### src/rtl/ddr_wr_pkg.sv
// Shared types and constants for the DDR write-burst to AXI4 bridge.
// Holds the FSM state encoding, AXI encodings, buffer depth and chunk helper.
package ddr_wr_pkg;

   typedef enum logic [2:0] {
      ST_IDLE,
      ST_ADDR,
      ST_DATA,
      ST_RESP,
      ST_FIN
   } wr_state_t;

   localparam logic [1:0] AXI_BURST_INCR = 2'b01;
   localparam logic [1:0] AXI_RESP_OKAY  = 2'b00;
   localparam int         AXI_MAX_BEATS  = 256;
   localparam int         WBUF_DEPTH     = 4;

   // Beats in the next AXI burst: min(rem, 256).
   function automatic logic [8:0] chunk_of(input logic [9:0] rem);
      if (rem > 10'(AXI_MAX_BEATS))
         return 9'(AXI_MAX_BEATS);
      return rem[8:0];
   endfunction

endpackage

### src/rtl/wr_data_skid_fifo.sv
// 4-entry register FIFO holding prefetched write beats ahead of the W channel.
// Ports: clk/rst, push+din (captured pull data), pop (W handshake), dout, not_empty, fill.
module wr_data_skid_fifo
   import ddr_wr_pkg::*;
#(
   parameter int DW = 512
) (
   input  logic          clk,
   input  logic          rst,
   input  logic          push,
   input  logic [DW-1:0] din,
   input  logic          pop,
   output logic [DW-1:0] dout,
   output logic          not_empty,
   output logic [2:0]    fill
);

   localparam int PW = $clog2(WBUF_DEPTH);
   localparam int CW = PW + 1;

   logic [DW-1:0] mem [WBUF_DEPTH];
   logic [PW-1:0] wr_ptr;
   logic [PW-1:0] rd_ptr;
   logic [CW-1:0] cnt;

   always_ff @(posedge clk or posedge rst) begin
      if (rst) begin
         wr_ptr <= '0;
         rd_ptr <= '0;
         cnt    <= '0;
      end else begin
         if (push) wr_ptr <= wr_ptr + 1'b1;
         if (pop)  rd_ptr <= rd_ptr + 1'b1;
         cnt <= cnt + CW'(push) - CW'(pop);
      end
   end

   always_ff @(posedge clk) begin
      if (push) mem[wr_ptr] <= din;
   end

   assign not_empty = (cnt != '0);
   // Stale entries are hidden so the data port idles at zero.
   assign dout      = not_empty ? mem[rd_ptr] : '0;
   assign fill      = 3'(cnt);

endmodule

### src/rtl/ddr_wr_burst2axi.sv
// Converts the wr_burst_* request/data/finish handshake into AXI4 INCR write bursts.
// Ports: ddr_clk/ddr_rst, cfg_rst, wr_burst_* upstream, m_axi_aw/w/b master, burst/error counters.
module ddr_wr_burst2axi
   import ddr_wr_pkg::*;
#(
   parameter int DDR_ADDR_WD = 32,
   parameter int DDR_DATA_WD = 512
) (
   input  logic                     ddr_clk,
   input  logic                     ddr_rst,
   input  logic                     cfg_rst,
   input  logic                     wr_burst_req,
   input  logic [9:0]               wr_burst_len,
   input  logic [DDR_ADDR_WD-1:0]   wr_burst_addr,
   output logic                     wr_burst_data_req,
   input  logic [DDR_DATA_WD-1:0]   wr_burst_data,
   output logic                     wr_burst_finish,
   output logic [DDR_ADDR_WD-1:0]   m_axi_awaddr,
   output logic [7:0]               m_axi_awlen,
   output logic [2:0]               m_axi_awsize,
   output logic [1:0]               m_axi_awburst,
   output logic                     m_axi_awvalid,
   input  logic                     m_axi_awready,
   output logic [DDR_DATA_WD-1:0]   m_axi_wdata,
   output logic [DDR_DATA_WD/8-1:0] m_axi_wstrb,
   output logic                     m_axi_wlast,
   output logic                     m_axi_wvalid,
   input  logic                     m_axi_wready,
   input  logic [1:0]               m_axi_bresp,
   input  logic                     m_axi_bvalid,
   output logic                     m_axi_bready,
   output logic [31:0]              burst_cnt,
   output logic [31:0]              bresp_err_cnt
);

   localparam int AWSIZE = $clog2(DDR_DATA_WD / 8);

   wr_state_t              state;
   logic [DDR_ADDR_WD-1:0] addr;
   logic [9:0]             remaining;
   logic [9:0]             rem_next;
   logic [8:0]             chunk;
   logic [8:0]             load_chunk;
   logic [8:0]             requested;
   logic [8:0]             beat;
   logic                   pull_d;
   logic                   buf_valid;
   logic [2:0]             fill;
   logic                   pull_ok;
   logic                   start_chunk;
   logic                   aw_fire;
   logic                   w_fire;
   logic                   b_fire;

   assign rem_next   = remaining - {1'b0, chunk};
   assign load_chunk = (state == ST_IDLE) ? chunk_of(wr_burst_len)
                                          : chunk_of(rem_next);

   // Entry into ADDR from a fresh request or from a completed non-final chunk.
   assign start_chunk =
      (state == ST_IDLE && wr_burst_req && !wr_burst_finish &&
       wr_burst_len != '0) ||
      (b_fire && rem_next != '0);

   // Pulls in flight (current pulse + data arriving now) reserve buffer space.
   assign pull_ok = (requested < chunk) &&
      ((fill + {2'b0, wr_burst_data_req} + {2'b0, pull_d}) < 3'(WBUF_DEPTH));

   assign m_axi_awaddr  = addr;
   // Constant fields are only driven alongside valid so idle ports read zero.
   assign m_axi_awsize  = m_axi_awvalid ? 3'(AWSIZE) : 3'd0;
   assign m_axi_awburst = m_axi_awvalid ? AXI_BURST_INCR : 2'b00;
   assign m_axi_wvalid  = (state == ST_DATA) && buf_valid;
   assign m_axi_wstrb   = m_axi_wvalid ? '1 : '0;
   assign m_axi_wlast   = m_axi_wvalid && (beat == chunk - 9'd1);
   assign m_axi_bready  = (state == ST_RESP);

   assign aw_fire = m_axi_awvalid && m_axi_awready;
   assign w_fire  = m_axi_wvalid && m_axi_wready;
   assign b_fire  = m_axi_bvalid && m_axi_bready;

   wr_data_skid_fifo #(
      .DW(DDR_DATA_WD)
   ) u_wbuf (
      .clk      (ddr_clk),
      .rst      (ddr_rst),
      .push     (pull_d),
      .din      (wr_burst_data),
      .pop      (w_fire),
      .dout     (m_axi_wdata),
      .not_empty(buf_valid),
      .fill     (fill)
   );

   always_ff @(posedge ddr_clk or posedge ddr_rst) begin
      if (ddr_rst) begin
         state             <= ST_IDLE;
         addr              <= '0;
         remaining         <= '0;
         chunk             <= '0;
         requested         <= '0;
         beat              <= '0;
         pull_d            <= 1'b0;
         wr_burst_data_req <= 1'b0;
         wr_burst_finish   <= 1'b0;
         m_axi_awvalid     <= 1'b0;
         m_axi_awlen       <= '0;
      end else begin
         pull_d            <= wr_burst_data_req;
         wr_burst_data_req <= 1'b0;
         wr_burst_finish   <= 1'b0;
         if ((state == ST_ADDR || state == ST_DATA) && pull_ok) begin
            wr_burst_data_req <= 1'b1;
            requested         <= requested + 9'd1;
         end
         unique case (state)
            ST_IDLE: begin
               if (wr_burst_req && !wr_burst_finish) begin
                  addr      <= wr_burst_addr;
                  remaining <= wr_burst_len;
                  if (wr_burst_len == '0) state <= ST_FIN;
               end
            end
            ST_ADDR: begin
               if (aw_fire) begin
                  m_axi_awvalid <= 1'b0;
                  state         <= ST_DATA;
               end
            end
            ST_DATA: begin
               if (w_fire) beat <= beat + 9'd1;
               if (w_fire && m_axi_wlast) state <= ST_RESP;
            end
            ST_RESP: begin
               if (b_fire) begin
                  remaining <= rem_next;
                  addr      <= addr + (DDR_ADDR_WD'(chunk) << AWSIZE);
                  if (rem_next == '0) state <= ST_FIN;
               end
            end
            ST_FIN: begin
               wr_burst_finish <= 1'b1;
               state           <= ST_IDLE;
            end
            default: state <= ST_IDLE;
         endcase
         if (start_chunk) begin
            chunk             <= load_chunk;
            m_axi_awlen       <= 8'(load_chunk - 9'd1);
            m_axi_awvalid     <= 1'b1;
            wr_burst_data_req <= 1'b1;
            requested         <= 9'd1;
            beat              <= '0;
            state             <= ST_ADDR;
         end
      end
   end

   // Clear wins over a coincident B handshake.
   always_ff @(posedge ddr_clk or posedge ddr_rst) begin
      if (ddr_rst) begin
         burst_cnt     <= '0;
         bresp_err_cnt <= '0;
      end else if (cfg_rst) begin
         burst_cnt     <= '0;
         bresp_err_cnt <= '0;
      end else if (b_fire) begin
         burst_cnt <= burst_cnt + 32'd1;
         if (m_axi_bresp != AXI_RESP_OKAY)
            bresp_err_cnt <= bresp_err_cnt + 32'd1;
      end
   end

endmodule

### config.mk
export PLATFORM = sky130hd
export DESIGN_NAME = ddr_wr_burst2axi
export DESIGN_NICKNAME = d
export VERILOG_FILES = /design/src/rtl/ddr_wr_pkg.sv /design/src/rtl/wr_data_skid_fifo.sv /design/src/rtl/ddr_wr_burst2axi.sv
export SDC_FILE = /design/constraint.sdc
export NUM_CORES = 2
export LEC_CHECK = 0
export ABC_CLOCK_PERIOD_IN_PS = 32200
export CAP_MARGIN = 20
export CORE_AREA = 8 8 483 485
export DETAILED_ROUTE_END_ITERATION = 12
export DIE_AREA = 0 0 491 493
export HOLD_SLACK_MARGIN = 0.06
export PLACE_DENSITY_LB_ADDON = 0.08
export SLEW_MARGIN = 40
export SYNTH_ARGS = -nofsm -noshare
export SYNTH_HDL_FRONTEND = slang
export SYNTH_SLANG_ARGS = --single-unit
### constraint.sdc
create_clock -name ddr_clk -period 32.2 [get_ports ddr_clk]
set_input_delay 6.44 -clock ddr_clk [delete_from_list [all_inputs] [get_ports ddr_clk]]
set_output_delay 6.44 -clock ddr_clk [all_outputs]
set_load 0.03 [all_outputs]
==> reports/summary.md <==
For the via count of the first global-routing pass, the log shows 47600. TritonCTS built the clock tree. The count of endpoints failing hold in the final timing report came out at 0. STA classifies the critical path endpoint as an output port.

The count of cells in the finished layout, fillers not included, comes to 8825. At the later pin of the worst-skew pair, clock insertion delay measures 0.86 ns. For the routability congestion estimate, the log shows 0.811. The tools report the buffer cell driving the clock tree root as sky130_fd_sc_hd__clkbuf_16.

Global routing finished with a remaining overflow of 0. The synthesized design contains 2048 enable-type register cells. Async set-reset flop share out of synthesis: 7.04%. For the worst setup path, the data required time is 25.76 ns. The H-tree level count came out at 4.

The pin count of the biggest net entering global routing came out at 121. During I/O placement, the number of pins put on the boundary was 1254. The run gives 0.0592 ns as the setup skew after layout.

After synthesis, the netlist uses 67 different library cells. In this run the static leakage power is 36.1 nW. The power density of the placed cells was 109 nW/um^2.

Global-route usage over all layers: 20.4%. After the last flow step, the layout net total stands at 6184. The cell count after synthesis came out at 4294. For the maximum clock frequency, the log shows 81.0 MHz.

Setup repair after global routing left no endpoint under its margin. The starting density of the core is 38.2%. The first global-routing pass estimated 362000 um of wire. During synthesis, Yosys emitted a total of 0 warnings. The tools report the half-perimeter wire length after placement as 172000 um. By startpoint and endpoint, the worst setup path is classified as reg2out.

The die is 491 um wide. Together, buffers and inverters on the worst path number 6. Count of cells along the worst hold path: 0. The largest stage delay on the critical path is 0.71 ns, and the arrival time at the worst endpoint is 5.91 ns. For the total negative setup slack, the log shows 0 ns. The number of antenna violations at the first check in global routing is 131, and the synthesized cell area is 86300 sq um. On the critical path, the stage with the largest delay is an instance of sky130_fd_sc_hd__dfrtp_4.

The total wire length after detailed routing was 255000 um. The tightest min-delay check is of the reg2reg type. The area of the die was 242000 sq um; the clock transition time at the flip-flop clock pins of the worst setup and hold paths was 0.07 ns. The flow ran to the end, and the final reports show no timing, DRC or antenna violations.

Fill cells in the final layout number 18900. Count of cells along the worst register-to-register path: 5. Input and output buffers added on the ports amount to 1251. The tree built by TritonCTS fans out to 2203 sinks. The maximum ir drop on the vdd rail came out at 0.0802 mV.

The run gives 0 as the number of setup violations in the final report. The overall die height was 493 um. In this run, post-CTS hold repair placed 0 buffers.

The total area inside the core boundary comes to 226000 sq um. After synthesis the netlist holds a flip-flop and latch count of 2203. The most used flip-flop cell after synthesis is sky130_fd_sc_hd__edfxtp_1. The cell count along the critical path was 8. Worst hold-check slack: 0.427 ns. At the pin with the least slew margin, the transition time is 0.804 ns.

Gates resized during post-CTS repair numbered 0. The total via count after detailed routing was 45500. In the final layout, the share of cells above drive strength 1 is 16.0%.

The count of nets left with antenna violations once routing finished came out at 0. The detail-routed net length per standard cell was 28.9 um; the post-synthesis sequential area ratio was 75.7%. The worst setup path is launched from a flop. The tools report the total count of max-transition violations in the final report as 0. Walking the worst path, the cells encountered are buf_4 > buf_12 > buf_16 > buf_6 > buf_6 > mux4_2 > nor2b_1 > clkdlybuf4s50_1.

The shortest period the worst path allows came out at 12.35 ns. Counting stages on the worst path, the most repeated cell is sky130_fd_sc_hd__buf_6. The first detailed-routing pass ran for 5 iterations. Along the worst path, the maximum fanout reaches 58. After detailed placement, the design holds a cell count of 8350. The run gives 3066 as the number of DRC violations after detailed-routing iteration 0. The tools report the number of rows created at floorplan as 175. The mean cell area of the mapped netlist is 20.1 sq um, and the via-per-instance ratio is 5.15. Across the run, the number of max-cap violations was 0. The max-slew headroom at the worst pin was 46.4%; the post-CTS setup-driven buffer insertion count was 0.

After detailed routing, the number of remaining DRC violations is 0. The number of clock buffers added by TritonCTS is 231. In the finished design, the share of the clock period the worst path needs comes to 38.4%.

Among cell families on the critical path, the largest total delay comes from buffers and inverters. Compared with the post-synthesis result, the final layout area differs by 27.1%. The tools report the largest buffer count on any clock path as 3.
[cells by family after synthesis]
logic type               Yosys count  share of synthesized area (%)
AO/OA/AOI/OAI                    197                           1.43
XOR/XNOR                          97                          0.984
adder cells (fa/ha/maj)           42                          0.635
buffers and inverters            320                           1.72
flip-flops                      2203                           75.7
multiplexers                     527                           13.6
other                              1                        0.00434
AND/OR/NAND/NOR                  907                           5.91
[power breakdown]
part | total (mW) | leakage (nW) | internal [mW] | switching, mW
Sequential | 4.02 | 20.7 | 3.84 | 0.181
Clock | 2.51 | 3.46 | 1.41 | 1.10
Combinational | 5.45 | 11.9 | 2.16 | 3.29
Total | 12.0 | 36.1 | 7.41 | 4.57
[cell usage in the layout (no fill, tap or decap), types with 39 or more instances in the layout]
cell,netlist,routed
sky130_fd_sc_hd__inv_1,41,40
sky130_fd_sc_hd__clkbuf_16,0,234
sky130_fd_sc_hd__edfxtp_1,2048,2048
sky130_fd_sc_hd__clkbuf_1,135,54
sky130_fd_sc_hd__xor2_1,61,61
sky130_fd_sc_hd__nor2_1,133,132
sky130_fd_sc_hd__clkdlybuf4s50_1,0,1250
sky130_fd_sc_hd__a21oi_1,59,57
sky130_fd_sc_hd__nand2_1,86,86
sky130_fd_sc_hd__diode_2,0,47
sky130_fd_sc_hd__mux4_2,512,512
sky130_fd_sc_hd__ha_1,39,39
sky130_fd_sc_hd__o21ai_0,44,44
sky130_fd_sc_hd__nor2b_1,517,517
sky130_fd_sc_hd__clkinv_1,0,66
sky130_fd_sc_hd__dfrtp_1,155,153
[registers in the layout, summed over array words and instances, names as in the netlist]
signal             flops
pull_d                 1
u_wbuf.rd_ptr          2
m_axi_awvalid          1
requested              9
u_wbuf.fill            3
wr_burst_finish        1
state                  3
bresp_err_cnt         32
burst_cnt             32
wr_burst_data_req      1
u_wbuf.wr_ptr          2
u_wbuf.mem          2048
chunk                  9
m_axi_awaddr          32
remaining             10
m_axi_awlen            8
beat                   9
[through the flow]
| step | total power [mW] | util [%] | setup WS (ns) | cell area [sq um] |
|---|---|---|---|---|
| 2_1_floorplan | 7.68 | - | 16.72 | 86300 |
| 3_3_place_gp | 9.60 | 45.1 | 19.56 | 102000 |
| 3_5_place_dp | 9.62 | 45.3 | 20.43 | 102000 |
| 4_1_cts | 12.2 | 48.4 | 19.44 | 109000 |
| 5_1_grt | 12.5 | 48.5 | 19.24 | 110000 |
| 6_report | 12.0 | 48.5 | 19.85 | 110000 |
[area by class of cell]
type	instances	area (sq um)	area share, %
antenna	47	118	0.107
clock buffer	291	6100	5.56
clock inverter	132	1020	0.934
inverter	41	161	0.147
multi-input combinational	1772	19500	17.8
sequential	2203	65400	59.6
tap	3009	3760	3.43
timing repair buffer	1330	13600	12.4
[routing by layer]
metal | part of all wire [%] | vias up | track usage [%] | routed length (um)
met1 | 38 | 23800 | 23.9 | 96700
met5 | 0.15 | - | 0 | 392
li1 | - | 19700 | - | -
met4 | 3.4 | 60 | 6.43 | 8780
met2 | 50 | 1478 | 34.9 | 128000
met3 | 8.5 | 475 | 7.70 | 21600
[path summary, 6_finish.rpt]
kind / from / endpoint / slack, ns
max: u_wbuf.rd_ptr[0]$_DFFE_PP0P_ / m_axi_wdata[325] / 19.85
min reg2reg: wr_burst_data_req$_DFF_PP0_ / pull_d$_DFF_PP0_ / 0.43
min in group asynchronous: ddr_rst / m_axi_awaddr[21]$_DFFE_PP0P_ / 6.07
max in group asynchronous: ddr_rst / burst_cnt[31]$_DFFE_PP0P_ / 25.00
max reg2reg: pull_d$_DFF_PP0_ / u_wbuf.mem[3][339]$_DFFE_PP_ / 28.05
min: wr_burst_data_req$_DFF_PP0_ / pull_d$_DFF_PP0_ / 0.43
[Yosys cell counts, types with 5 or more instances]
cell                       count  area share, %
sky130_fd_sc_hd__xor2_1       61           0.62
sky130_fd_sc_hd__nand4_1      26           0.19
sky130_fd_sc_hd__and2_1       10          0.072
sky130_fd_sc_hd__a31oi_1      11          0.080
sky130_fd_sc_hd__clkbuf_1    135           0.59
sky130_fd_sc_hd__nand2_1      86           0.37
sky130_fd_sc_hd__xnor2_1      36           0.37
sky130_fd_sc_hd__nor2b_1     517            3.7
sky130_fd_sc_hd__mux2i_1       9           0.10
sky130_fd_sc_hd__o21a_1        7          0.061
sky130_fd_sc_hd__a211oi_1     15           0.13
sky130_fd_sc_hd__nand3_1      32           0.19
sky130_fd_sc_hd__edfxtp_1   2048             71
sky130_fd_sc_hd__ha_1         39           0.57
sky130_fd_sc_hd__buf_4        69           0.60
sky130_fd_sc_hd__and3_1       19           0.14
sky130_fd_sc_hd__and4_1        6          0.061
sky130_fd_sc_hd__nor2_1      133           0.58
sky130_fd_sc_hd__nand3b_1      5          0.043
sky130_fd_sc_hd__o21ai_0      44           0.26
sky130_fd_sc_hd__nor3_1       25           0.14
sky130_fd_sc_hd__or3_1        24           0.17
sky130_fd_sc_hd__nand2b_1      6          0.043
sky130_fd_sc_hd__mux2_4        6           0.10
sky130_fd_sc_hd__a21o_1        9          0.078
sky130_fd_sc_hd__mux4_2      512             13
sky130_fd_sc_hd__a22oi_1       5          0.043
sky130_fd_sc_hd__buf_1        65           0.28
sky130_fd_sc_hd__a311oi_1      7          0.071
sky130_fd_sc_hd__buf_2         7          0.041
sky130_fd_sc_hd__inv_1        41           0.18
sky130_fd_sc_hd__a21oi_1      59           0.34
sky130_fd_sc_hd__o22ai_1       7          0.051
sky130_fd_sc_hd__dfrtp_1     155            4.5
[worst register-to-register path, stage by stage, from the launching register on]
cell                      delay, ns
sky130_fd_sc_hd__dfrtp_1       0.52
sky130_fd_sc_hd__and2_4        0.66
sky130_fd_sc_hd__buf_6         0.60
sky130_fd_sc_hd__buf_6         0.63
sky130_fd_sc_hd__buf_6         0.59
sky130_fd_sc_hd__buf_6         0.67
No activity file was read; power rests on OpenSTA's default activity.
